### config.mk
export PLATFORM = sky130hd
export DESIGN_NAME = updown_counter_gen_flat
export DESIGN_NICKNAME = d
export VERILOG_FILES = /design/src/rtl/updown_counter_gen_if.sv /design/src/rtl/updown_counter_gen.sv /design/src/flat_wrapper.sv
export SDC_FILE = /design/constraint.sdc
export NUM_CORES = 1
export LEC_CHECK = 0
export ABC_CLOCK_PERIOD_IN_PS = 2300
export BUFFER_PORTS_ARGS = -buffer_cell sky130_fd_sc_hd__buf_4
export CORE_UTILIZATION = 54
export CTS_BUF_LIST = sky130_fd_sc_hd__clkbuf_4 sky130_fd_sc_hd__clkbuf_8
export CTS_CLUSTER_SIZE = 20
export DETAILED_ROUTE_END_ITERATION = 6
export PLACE_DENSITY = 0.94
export SLEW_MARGIN = 40
export SYNTH_ARGS = -nofsm -noshare
export SYNTH_HDL_FRONTEND = slang
export SYNTH_SLANG_ARGS = --single-unit
### constraint.sdc
create_clock -name clock -period 2.3 [get_ports clock]
set_clock_uncertainty 0.2 [all_clocks]
set_input_delay 0 -clock clock [delete_from_list [all_inputs] [get_ports clock]]
set_output_delay 0 -clock clock [all_outputs]
set_load 0.005 [all_outputs]
### src/rtl/updown_counter_gen_if.sv
// Control/status bundle for updown_counter_gen: the driver side (switches, controller)
// uses the master modport and the counter itself uses the slave modport.
interface updown_counter_gen_if #(
  parameter int WIDTH = 4
);
  logic             enable;
  logic             direction;
  logic             mode;
  logic [WIDTH-1:0] max_count;
  logic             load;
  logic [WIDTH-1:0] load_value;
  logic [WIDTH-1:0] count;
  logic             tc;
  logic             at_zero;
  logic             at_max;

  modport master (
    output enable, direction, mode, max_count, load, load_value,
    input  count, tc, at_zero, at_max
  );

  modport slave (
    input  enable, direction, mode, max_count, load, load_value,
    output count, tc, at_zero, at_max
  );
endinterface

### src/rtl/updown_counter_gen.sv
// Parametrised up/down counter with runtime maximum, wrap/saturate mode, load and a
// registered terminal-count pulse. Define COUNTER_PRESCALE_EN to step once per PRESCALE enabled clocks.
module updown_counter_gen #(
  parameter int WIDTH    = 4,
  parameter int PRESCALE = 4
) (
  input logic                  clock,
  input logic                  reset,
  updown_counter_gen_if.slave  bus
);

  if (WIDTH < 1 || PRESCALE < 1) begin : g_bad_param
    $error("updown_counter_gen: WIDTH and PRESCALE must be at least 1");
  end

  logic [WIDTH-1:0] count_q, count_d;
  logic             tc_q, tc_d;
  logic             step_due;

`ifdef COUNTER_PRESCALE_EN
  localparam int PS_W = (PRESCALE > 1) ? $clog2(PRESCALE) : 1;
  localparam logic [PS_W-1:0] PS_LAST = PS_W'(PRESCALE - 1);

  logic [PS_W-1:0] prescale_q;

  assign step_due = (prescale_q == PS_LAST);

  // Prescaler only counts enabled, non-load clocks so that enable gaps stretch the period.
  always_ff @(posedge clock or posedge reset) begin
    if (reset) begin
      prescale_q <= '0;
    end else if (bus.load) begin
      prescale_q <= '0;
    end else if (bus.enable) begin
      prescale_q <= step_due ? '0 : prescale_q + 1'b1;
    end
  end
`else
  assign step_due = 1'b1;
`endif

  // Terminal checks come before +/-1, so the arithmetic never overflows WIDTH bits.
  // NOTE: every output of this block gets a default first so no latch is inferred.
  always_comb begin
    count_d = count_q;
    tc_d    = 1'b0;
    if (bus.load) begin
      count_d = (bus.load_value > bus.max_count) ? bus.max_count : bus.load_value;
    end else if (bus.enable && step_due) begin
      if (!bus.direction) begin
        if (count_q < bus.max_count) begin
          count_d = count_q + 1'b1;
        end else begin
          count_d = bus.mode ? bus.max_count : '0;
          tc_d    = 1'b1;
        end
      end else begin
        if (count_q > bus.max_count) begin
          count_d = bus.max_count;
        end else if (count_q != '0) begin
          count_d = count_q - 1'b1;
        end else begin
          count_d = bus.mode ? '0 : bus.max_count;
          tc_d    = 1'b1;
        end
      end
    end
  end

  // NOTE: state registers use non-blocking assignments so all flops update together.
  always_ff @(posedge clock or posedge reset) begin
    if (reset) begin
      count_q <= '0;
      tc_q    <= 1'b0;
    end else begin
      count_q <= count_d;
      tc_q    <= tc_d;
    end
  end

  assign bus.count   = count_q;
  assign bus.tc      = tc_q;
  assign bus.at_zero = (count_q == '0);
  assign bus.at_max  = (count_q == bus.max_count);

endmodule

### src/flat_wrapper.sv
// flat-port wrapper written by rule: the top's interface ports become plain ports
module updown_counter_gen_flat 
#(
  parameter int WIDTH    = 4,
  parameter int PRESCALE = 4
)
  (clock, reset, bus_enable, bus_direction, bus_mode, bus_max_count, bus_load, bus_load_value, bus_count, bus_tc, bus_at_zero, bus_at_max);
  updown_counter_gen_if #(.WIDTH(WIDTH)) bus_i ();
  input logic clock;
  input logic reset;
  input wire logic [$bits(bus_i.enable)-1:0] bus_enable;
  input wire logic [$bits(bus_i.direction)-1:0] bus_direction;
  input wire logic [$bits(bus_i.mode)-1:0] bus_mode;
  input wire logic [$bits(bus_i.max_count)-1:0] bus_max_count;
  input wire logic [$bits(bus_i.load)-1:0] bus_load;
  input wire logic [$bits(bus_i.load_value)-1:0] bus_load_value;
  output wire logic [$bits(bus_i.count)-1:0] bus_count;
  output wire logic [$bits(bus_i.tc)-1:0] bus_tc;
  output wire logic [$bits(bus_i.at_zero)-1:0] bus_at_zero;
  output wire logic [$bits(bus_i.at_max)-1:0] bus_at_max;
  assign bus_i.enable = bus_enable;
  assign bus_i.direction = bus_direction;
  assign bus_i.mode = bus_mode;
  assign bus_i.max_count = bus_max_count;
  assign bus_i.load = bus_load;
  assign bus_i.load_value = bus_load_value;
  assign bus_count = bus_i.count;
  assign bus_tc = bus_i.tc;
  assign bus_at_zero = bus_i.at_zero;
  assign bus_at_max = bus_i.at_max;
  updown_counter_gen #(.WIDTH(WIDTH), .PRESCALE(PRESCALE)) u_core (.clock(clock), .reset(reset), .bus(bus_i));
endmodule
==> key figures <==
Run status
  – Outcome: complete, no violations

Critical path
  – Critical R2R Launch: u_core.bus.count[1]$_DFFE_PP0P_
  – Crit path launch type: primary input
  – Worst path max stage delay: between 0.5 and 0.6 ns
  – Crit-path cells: dlygate4sd3_1 -> buf_4 -> inv_1 -> ha_1 -> nor2b_2 -> o211a_2 -> o211ai_1 -> o311ai_1 -> a221o_1
  – Buf/Inv on CP: 3
  – Crit path max-delay family: compound AO/OA/AOI/OAI gates
  – FF-to-FF End: u_core.bus.count[0]$_DFFE_PP0P_
  – Req. time, crit path: roughly 2.2 ns
  – Crit end category: flop
  – Reg2reg path depth: 6
  – Crit path max fanout: 9
  – Minimum setup slack among reg-to-reg paths: around 0.040 ns
  – Worst EP arrival: 2.21 ns
  – Crit Path Class: in2reg
  – Crit path max-delay cell type: dlygate4sd3_1

Die
  – Num rows: 13
  – Die Y: 40.0 um
  – Core ar.: ~1300 sq um
  – Die width: about 40 um
  – I/O pin cnt: 21
  – Die Area: 1600 sq um
  – Initial Utilization: 59.2%

STA
  – Rel. slew slack: between 60% and 70%
  – Final setup margin: 0.00654 ns
  – Final hold violations: 0
  – Worst-Margin Slew: 0.471 ns
  – Fmax: 436 MHz
  – Hold slack: 0.0208 ns
  – Crit path time final: between 2 and 2.5 ns
  – TNS Setup: 0 ns
  – # setup viols final: 0
  – Fin. max-slew vios: 0
  – Final period utilization: between 90% and 100%

Global routing
  – GRT Resource Usage Total: 34.0%
  – First-pass GRT wire length: 3580 um
  – Initial antenna violation count: 0
  – Number of global-route vias before repair: between 800 and 900
  – Largest net degree at the start of global routing: 13
  – Gr ovfl total: 0

Power and ir drop
  – Final Power: a little under 700 uW
  – Power per cell area: 600 nW/um^2
  – Peak VDD IR: 370 uV
  – Leak: a little over 0.5 nW

Layout
  – Share of cells above drive strength 1: 33.9%
  – Area delta synth->final: 43.8%
  – Filler instances: 78
  – Nets: between 150 and 200
  – Final Core Density: between 80% and 90%
  – Diodes inserted: 0

Synthesis
  – Warnings, synthesis: 0
  – Syn Inst Count: between 90 and 100
  – Top-area cell type share of the netlist area: between 15 and 20%
  – Synth area leader: dfrtp_1
  – Mapped Area: 779 sq um
  – Synth cell types: 35
  – Synth top area cells: dfrtp_1 16%, ha_1 16%, o211ai_1 6.7%, mux2i_1 6.4%, inv_1 4.3%
  – Synthesis-stage register bit count: 5
  – Syn nets: between 100 and 150
  – Register area share after synthesis: ~16%
  – Syn avg cell area: approximately 8.4 sq um

Routing
  – Vias/cell: around 6.8
  – Via count: roughly 970
  – Wire length per cell: ~19 um
  – Drt pass-1 iters: 4
  – DRT antenna net count: 0
  – Total Wirelength: 2670 um
  – # DRC: 0
  – DRT iter0 DRCs: between 40 and 50

Place
  – IO Port Bufs: 20
  – GPL Wtd Cong: ~0.97
  – Setup WS pre-CTS: around 0.028 ns
  – DP Wirelength: ~1800 um

Clock network
  – CTS tree: yes
  – CTS root buffer: clkbuf_4
  – CTS Buffer Depth: 2
  – Clock slew at reported path FFs: 0.05 ns
  – Clk sinks: 5
  – Post-CTS setup repair buffer count: 0
  – CTS H-tree lvls: 1
  – Num CTS Buffers: 3
  – Clk Latency, worst-skew pair: approximately 0.25 ns

Min path
  – HP Class: in2async

Flow run
  – Maxcap violations: 0
## worst reg2reg max path: stages, from the launching register on
cell and delay [ns]:
dfrtp_1 0.41, ha_1 0.33, nor2b_2 0.17, o211a_2 0.32, o211ai_1 0.25, o311ai_1 0.15
a221o_1 0.31
## area by class of cell
cell class                 count  area (sq um)  area share (%)
multi-input combinational     74           628            56.0
tap                           15          18.8            1.67
sequential                     5           125            11.2
clock buffer                   4          30.0            2.68
inverter                       9          33.8            3.01
timing repair buffer          35           285            25.4
## report_power, final
| part | switching (mW) | leakage [nW] | internal (mW) |
|---|---|---|---|
| clock | 0.0399 | 0.0184 | 0.0776 |
| sequential | 0.0119 | 0.0613 | 0.103 |
| combinational | 0.235 | 0.438 | 0.205 |
| total | 0.287 | 0.517 | 0.386 |
## synthesized netlist by cell type
cell type / count
ha_1: 10
inv_1: 9
nand2_1: 7
o211ai_1: 7
a21oi_1: 5
dfrtp_1: 5
mux2i_1: 5
nor3_1: 4
nor2_1: 3
xnor2_1: 3
a21o_1: 2
a221o_1: 2
a31oi_1: 2
and4_1: 2
buf_2: 2
clkbuf_1: 2
nand2_2: 2
nor2b_1: 2
nor4_1: 2
o311ai_1: 2
a2111oi_0: 1
a221oi_1: 1
a221oi_2: 1
buf_6: 1
nand2b_1: 1
nand3_1: 1
nor3b_2: 1
o211a_1: 1
o21ai_0: 1
o221ai_1: 1
o221ai_2: 1
o22a_1: 1
o311a_1: 1
o31ai_1: 1
or4b_4: 1
## repair_timing
| action | 4_1_cts | 5_1_grt |
|---|---|---|
| endpoints found under the setup margin | 0 | 4 |
| gates resized for setup | 0 | 9 |
| endpoints found under the hold margin | 10 | 0 |
| hold buffers | 9 | 0 |
## how the worst max path moves through the flow
stage	startpoint	end	slack, ns	depth (start not counted)
after floorplan	u_core.bus.count[1]$_DFFE_PP0P_	u_core.bus.count[3]$_DFFE_PP0P_	0.17	7
after global placement	u_core.bus.count[3]$_DFFE_PP0P_	u_core.bus.count[3]$_DFFE_PP0P_	0.05	6
after detailed placement	u_core.bus.count[3]$_DFFE_PP0P_	u_core.bus.count[3]$_DFFE_PP0P_	0.03	6
after CTS	u_core.bus.count[3]$_DFFE_PP0P_	u_core.bus.count[3]$_DFFE_PP0P_	0.01	6
after global routing	bus_max_count[1]	u_core.bus.count[2]$_DFFE_PP0P_	-0.03	9
final	bus_max_count[1]	u_core.bus.count[0]$_DFFE_PP0P_	0.007	9
## sequential cells by signal, summed over array words and instances (netlist names)
register,count
u_core.bus.count,4
u_core.bus.tc,1
## kinds of logic after synthesis
logic type | after synthesis | share of synthesized area, %
adder cells (fa/ha/maj) | 10 | 16.1
AND/OR/NAND/NOR | 26 | 19.3
XOR/XNOR | 3 | 3.37
AO/OA/AOI/OAI | 30 | 30.8
flip-flops | 5 | 16.1
buffers and inverters | 14 | 8.03
multiplexers | 5 | 6.42
## layer usage
layer  wire length [um]  track usage (%)  up-vias
met5                  0                0        -
met4                 71             16.4        0
met3                260             6.11       10
met2               1300             60.1       73
met1               1040             38.9      453
li1                   -                -      429
## layout by cell type, fill, tap and decap left out, types with 2 or more instances in the layout
cell type / Yosys / final
nor3_1: 4 / 4
buf_4: 0 / 26
o211ai_1: 7 / 7
dfrtp_1: 5 / 5
nor2_1: 3 / 3
a221oi_2: 1 / 2
nand2_1: 7 / 7
mux2i_1: 5 / 5
a21o_1: 2 / 2
nand2_2: 2 / 2
xnor2_1: 3 / 3
ha_1: 10 / 10
a221o_1: 2 / 2
nor4_1: 2 / 2
and4_1: 2 / 2
inv_1: 9 / 9
clkbuf_4: 0 / 4
o311ai_1: 2 / 2
dlygate4sd3_1: 0 / 9
a21oi_1: 5 / 3
## metrics by stage
stage	cell area (sq um)	cells
after floorplan	779	93
after global placement	965	129
after detailed placement	965	129
after CTS	1080	142
after global routing	1120	142
final	1120	142
(Power assumes the default switching activity.)
